`config.mk`:
```
export PLATFORM = sky130hd
export DESIGN_NAME = seq_divider
export DESIGN_NICKNAME = d
export VERILOG_FILES = /design/src/rtl/seq_divider.sv
export SDC_FILE = /design/constraint.sdc
export NUM_CORES = 1
export LEC_CHECK = 0
export CORE_UTILIZATION = 50
export CTS_CLUSTER_DIAMETER = 50
export DETAILED_ROUTE_END_ITERATION = 6
export DONT_BUFFER_PORTS = 1
export GPL_TIMING_DRIVEN = 1
export PLACE_DENSITY = 0.68
export SLEW_MARGIN = 10
export SYNTH_ARGS = -nofsm -noshare
export SYNTH_HDL_FRONTEND = slang
export SYNTH_SLANG_ARGS = --single-unit
export TNS_END_PERCENT = 100
```
`constraint.sdc`:
```
create_clock -name clk -period 2.1 [get_ports clk]
set_input_delay 0.525 -clock clk [delete_from_list [all_inputs] [get_ports clk]]
set_output_delay 0.525 -clock clk [all_outputs]
set_load 0.05 [all_outputs]
```
`src/rtl/seq_divider.sv`:
```
// Sequential restoring unsigned divider: one quotient bit per clock, St/done handshake,
// divide-by-zero returns all-ones quotient and the dividend as remainder.
module seq_divider #(
  parameter int unsigned WIDTH = 8
) (
  input  logic             clk,
  input  logic             rst,
  input  logic             St,
  input  logic [WIDTH-1:0] dividend,
  input  logic [WIDTH-1:0] divisor,
  output logic [WIDTH-1:0] quotient,
  output logic [WIDTH-1:0] remainder,
  output logic             busy,
  output logic             done,
  output logic             div_by_zero
);

  localparam int unsigned CntW = $clog2(WIDTH + 1);

  typedef enum logic [1:0] {StIdle, StLoad, StShiftSub, StDone} state_e;

  state_e           state_q, state_d;
  // Restoring keeps R < D, so the partial remainder's top bit is always 0 between steps;
  // only the trial difference needs the extra bit to expose the borrow.
  logic [WIDTH-1:0] r_q, r_d;
  logic [WIDTH-1:0] q_q, q_d;
  logic [WIDTH-1:0] d_q, d_d;
  logic [CntW-1:0]  cnt_q, cnt_d;
  logic             dz_q, dz_d;
  logic [WIDTH:0]   rs;
  logic [WIDTH:0]   diff;

  always_comb begin
    state_d = state_q;
    r_d     = r_q;
    q_d     = q_q;
    d_d     = d_q;
    cnt_d   = cnt_q;
    dz_d    = dz_q;
    rs      = {r_q, q_q[WIDTH-1]};
    diff    = rs - {1'b0, d_q};

    unique case (state_q)
      StIdle: begin
        if (St) state_d = StLoad;
      end
      StLoad: begin
        d_d   = divisor;
        cnt_d = CntW'(WIDTH);
        if (divisor == '0) begin
          dz_d    = 1'b1;
          q_d     = '1;
          r_d     = dividend;
          state_d = StDone;
        end else begin
          dz_d    = 1'b0;
          q_d     = dividend;
          r_d     = '0;
          state_d = StShiftSub;
        end
      end
      StShiftSub: begin
        if (!diff[WIDTH]) begin
          r_d = diff[WIDTH-1:0];
          q_d = {q_q[WIDTH-2:0], 1'b1};
        end else begin
          r_d = rs[WIDTH-1:0];
          q_d = {q_q[WIDTH-2:0], 1'b0};
        end
        cnt_d = cnt_q - CntW'(1);
        if (cnt_q == CntW'(1)) state_d = StDone;
      end
      StDone: begin
        // No auto-restart: the requester must drop St first.
        if (!St) state_d = StIdle;
      end
      default: state_d = StIdle;
    endcase
  end

  always_ff @(posedge clk or posedge rst) begin
    if (rst) begin
      state_q <= StIdle;
      r_q     <= '0;
      q_q     <= '0;
      d_q     <= '0;
      cnt_q   <= '0;
      dz_q    <= 1'b0;
    end else begin
      state_q <= state_d;
      r_q     <= r_d;
      q_q     <= q_d;
      d_q     <= d_d;
      cnt_q   <= cnt_d;
      dz_q    <= dz_d;
    end
  end

  always_comb begin
    quotient    = q_q;
    remainder   = r_q;
    busy        = (state_q == StLoad) || (state_q == StShiftSub);
    done        = (state_q == StDone);
    div_by_zero = (state_q == StDone) && dz_q;
  end

endmodule

```
==> summary.md <==
The run finished, with violations left. The checks that failed: setup timing. Setup repair after global routing could not meet its margin everywhere. For the worst-skew pair, the clock arrives at the later sink with an insertion delay of 0.29 ns. Among all cell types in the netlist, the one instantiated most often is sky130_fd_sc_hd__dfrtp_1.

The run gives 0.543 as the initial cell density of the core. The HPWL after detailed placement is 3740 um. The routed design could run at a clock period as short as 2.26 ns. The tools report the number of levels the H-tree was split into as 2. The detail route stage leaves a number of antenna-violating nets equal to 0. The share of final-layout standard cells stronger than drive strength 1 came out at 0.304.

After global routing the overflow that remains totals 0. STA puts the critical path data required time at 2.26 ns. Combined area of the multi-input logic cells: 1210 um^2.

The run gives 4390 um^2 as the floorplan die area. The worst hold slack after final layout is 0.198 ns. The logs give 0.442 GHz for the fmax and 308 for the number of filler cells placed in the layout.

The net count of the finished layout is 297. At the pin with the least slew margin, the transition time is 0.530 ns. STA classifies the critical path endpoint as a flip-flop. Count of different cell masters after synthesis: 48. The most used flip-flop cell after synthesis is sky130_fd_sc_hd__dfrtp_1.

A synthesized cell averages 9.21 um^2. The max-capacitance violation count came out at 0. The first detailed-routing pass took 4 iterations. The die boundary height works out to 66.2 um. By area the synthesized netlist is led by sky130_fd_sc_hd__dfrtp_1, sky130_fd_sc_hd__ha_1, sky130_fd_sc_hd__o21ai_0. The worst register-to-register path ends at remainder[3].

Counting every instance in the synthesized netlist gives 224. The first-pass GRT wire length is 8780 um. The run gives 0 as the count of final hold-check violations. The number of cell rows came out at 22. For the final routed database, the setup TNS stands at -0.675 ns. The routed via count was 1812; the portion of the clock cycle consumed by the worst path in the final layout was 1.08. The overall track demand over capacity in global routing is 0.273, and the maximum count of clock buffers along a single path is 2. Dividing the detail-routed wire length by the instance count gives 17.3 um.

The slack of the critical path was -0.165 ns. In this run the critical register-to-register path is launched from quotient[7]. The number of DRC violations after detailed routing is 0, and the post-synthesis net count is 259. The via count of the first global-routing pass is 1898.

Clock-pin slew was measured on the worst setup and hold paths at 0.08 ns. The number of pins with negative max-slew slack in the final report came out at 0. OpenSTA, run right after detailed placement, puts the worst setup slack at -0.176 ns.

The critical path is of the reg -> reg type. TritonCTS built the clock tree. For the final weighted congestion in routability-driven placement, the log shows 0.868. The worst setup path is launched from a flip-flop. The count of state elements after synthesis came out at 31. For this run, the number of Yosys warnings is 0.

For the number of hold-repair buffers added at the cts stage, the log shows 0. Share of synthesized flip-flops with an asynchronous set or reset: 1.00. Number of buffers inserted during clock tree synthesis: 5.

Along the worst path, the maximum fanout reaches 4. The tools report the total detailed-routing wirelength as 5370 um. Counting instances in the post-synthesis netlist gives the leading cell types as sky130_fd_sc_hd__dfrtp_1, sky130_fd_sc_hd__o21ai_0, sky130_fd_sc_hd__nand2_1. The pin count of the biggest net entering global routing was 32. The final setup skew was 0.0135 ns; the iteration-0 DRC count of the detailed router was 137. The setup check on the worst reg-to-reg path leaves a slack of -0.16 ns.

38 I/O pins were placed. The tools report the cell chosen for the clock root as sky130_fd_sc_hd__clkbuf_8. In this run the standard cell core region covers 3800 um^2. The total area of sequential cells was 783 um^2. The count of buffers added on input and output ports is 0. The initial antenna violation count is 0. In this run, synthesis inferred 0 flip-flops with an integrated enable. The top-area cell type share of the netlist area works out to 0.376. In the routed layout, each cell is associated on average with a via count of 5.83. From synthesis to final layout, the design area changed by 25.0%. The min-delay analysis places its worst path in the category in -> async. Antenna diode count: 0. The floorplan step set the die width to 66.2 um. The worst relative slew slack came out at 0.647. Counting cells, the worst reg-to-reg path comes to 9. For the share of the yosys chip area belonging to registers, the log shows 0.376.

After synthesis the cells add up to 2060 um^2. The run gives 31 as the clock sink count. The final setup violation count is 8. sky130_fd_sc_hd__dfrtp_1 takes more of the synthesized area than any other cell. The tools report the critical path data arrival time as 2.43 ns.
## worst max-delay path by stage
stage                            from           end  slack [ns]  cells past startpoint
after floorplan           quotient[7]  remainder[0]       -0.28                      9
after global placement    quotient[7]  remainder[1]       -0.14                      9
after detailed placement  quotient[7]  remainder[1]       -0.18                      9
after CTS                 quotient[7]  remainder[1]       -0.12                      9
after global routing      quotient[7]  remainder[4]       -0.22                      9
final                     quotient[7]  remainder[3]       -0.16                      9
## sequential cells by signal, indices dropped and copies added, names as in the netlist
| register | count |
|---|---|
| cnt_q | 4 |
| d_q | 8 |
| dz_q | 1 |
| quotient | 8 |
| remainder | 8 |
| state_q | 2 |
## kinds of logic (layout without fill, tap and decap cells)
logic type | after synthesis | after routing | synth area share
xor+xnor | 4 | 4 | 0.0170
mux | 13 | 13 | 0.0686
compound gates | 67 | 67 | 0.223
simple gates | 60 | 61 | 0.152
fa+ha+maj | 16 | 16 | 0.101
buf+inv | 33 | 71 | 0.0625
flops | 31 | 31 | 0.376
## timing repair
| item | CTS | global route |
|---|---|---|
| gates resized for setup | 2 | 5 |
| buffers inserted | 4 | 2 |
| endpoints found under the setup margin | 7 | 9 |
| hold endpoints to repair | 0 | 0 |
| gates cloned | 1 | 0 |
| pin swaps | 5 | 4 |
## layout by cell type, fill, tap and decap left out, types with 4 or more instances in the layout
cell type / Yosys / layout
sky130_fd_sc_hd__buf_4: 1 / 36
sky130_fd_sc_hd__o21ai_0: 29 / 28
sky130_fd_sc_hd__nand2_1: 26 / 26
sky130_fd_sc_hd__dfrtp_1: 31 / 25
sky130_fd_sc_hd__inv_1: 23 / 22
sky130_fd_sc_hd__ha_1: 15 / 14
sky130_fd_sc_hd__nor2_1: 10 / 10
sky130_fd_sc_hd__a21oi_1: 9 / 9
sky130_fd_sc_hd__mux2_2: 7 / 7
sky130_fd_sc_hd__clkbuf_8: 0 / 7
sky130_fd_sc_hd__nand3_1: 6 / 6
sky130_fd_sc_hd__dfrtp_2: 0 / 6
sky130_fd_sc_hd__nor2b_1: 4 / 4
sky130_fd_sc_hd__o221ai_1: 6 / 4
## area by class of cell
cell class              instances  share of cell area
multi-input cells             161               0.470
inverters                      23              0.0335
clock inverters                 1             0.00291
clock buffers                   7              0.0374
well taps                      48              0.0233
repair buffers                 40               0.129
flip-flops and latches         31               0.304
## critical path, stage by stage, from the launching register on
cell,delay (ns)
sky130_fd_sc_hd__dfrtp_2,0.41
sky130_fd_sc_hd__inv_2,0.07
sky130_fd_sc_hd__ha_4,0.13
sky130_fd_sc_hd__fa_2,0.22
sky130_fd_sc_hd__nor2b_4,0.05
sky130_fd_sc_hd__o31a_4,0.29
sky130_fd_sc_hd__o311a_4,0.36
sky130_fd_sc_hd__nor2_4,0.21
sky130_fd_sc_hd__mux2i_2,0.26
sky130_fd_sc_hd__o221ai_1,0.12
## routing by layer
layer,global-route usage,share of wire,vias to the layer above
met5,0,0,-
met4,0.0745,0.024,0
met3,0.0966,0.090,19
met2,0.467,0.48,71
met1,0.320,0.40,852
li1,-,-,870
## through the flow
| stage | utilization | area, um^2 | instances |
|---|---|---|---|
| global placement | 0.626 | 2380 | 296 |
| detailed placement | 0.626 | 2380 | 296 |
| global route | 0.679 | 2580 | 311 |
| CTS | 0.671 | 2550 | 309 |
| finish | 0.679 | 2580 | 311 |
| floorplan | - | 2090 | 224 |
Power is left out: the tool's default activity adds up to more than one toggle a clock period on the data nets, which glitch-free logic cannot reach.
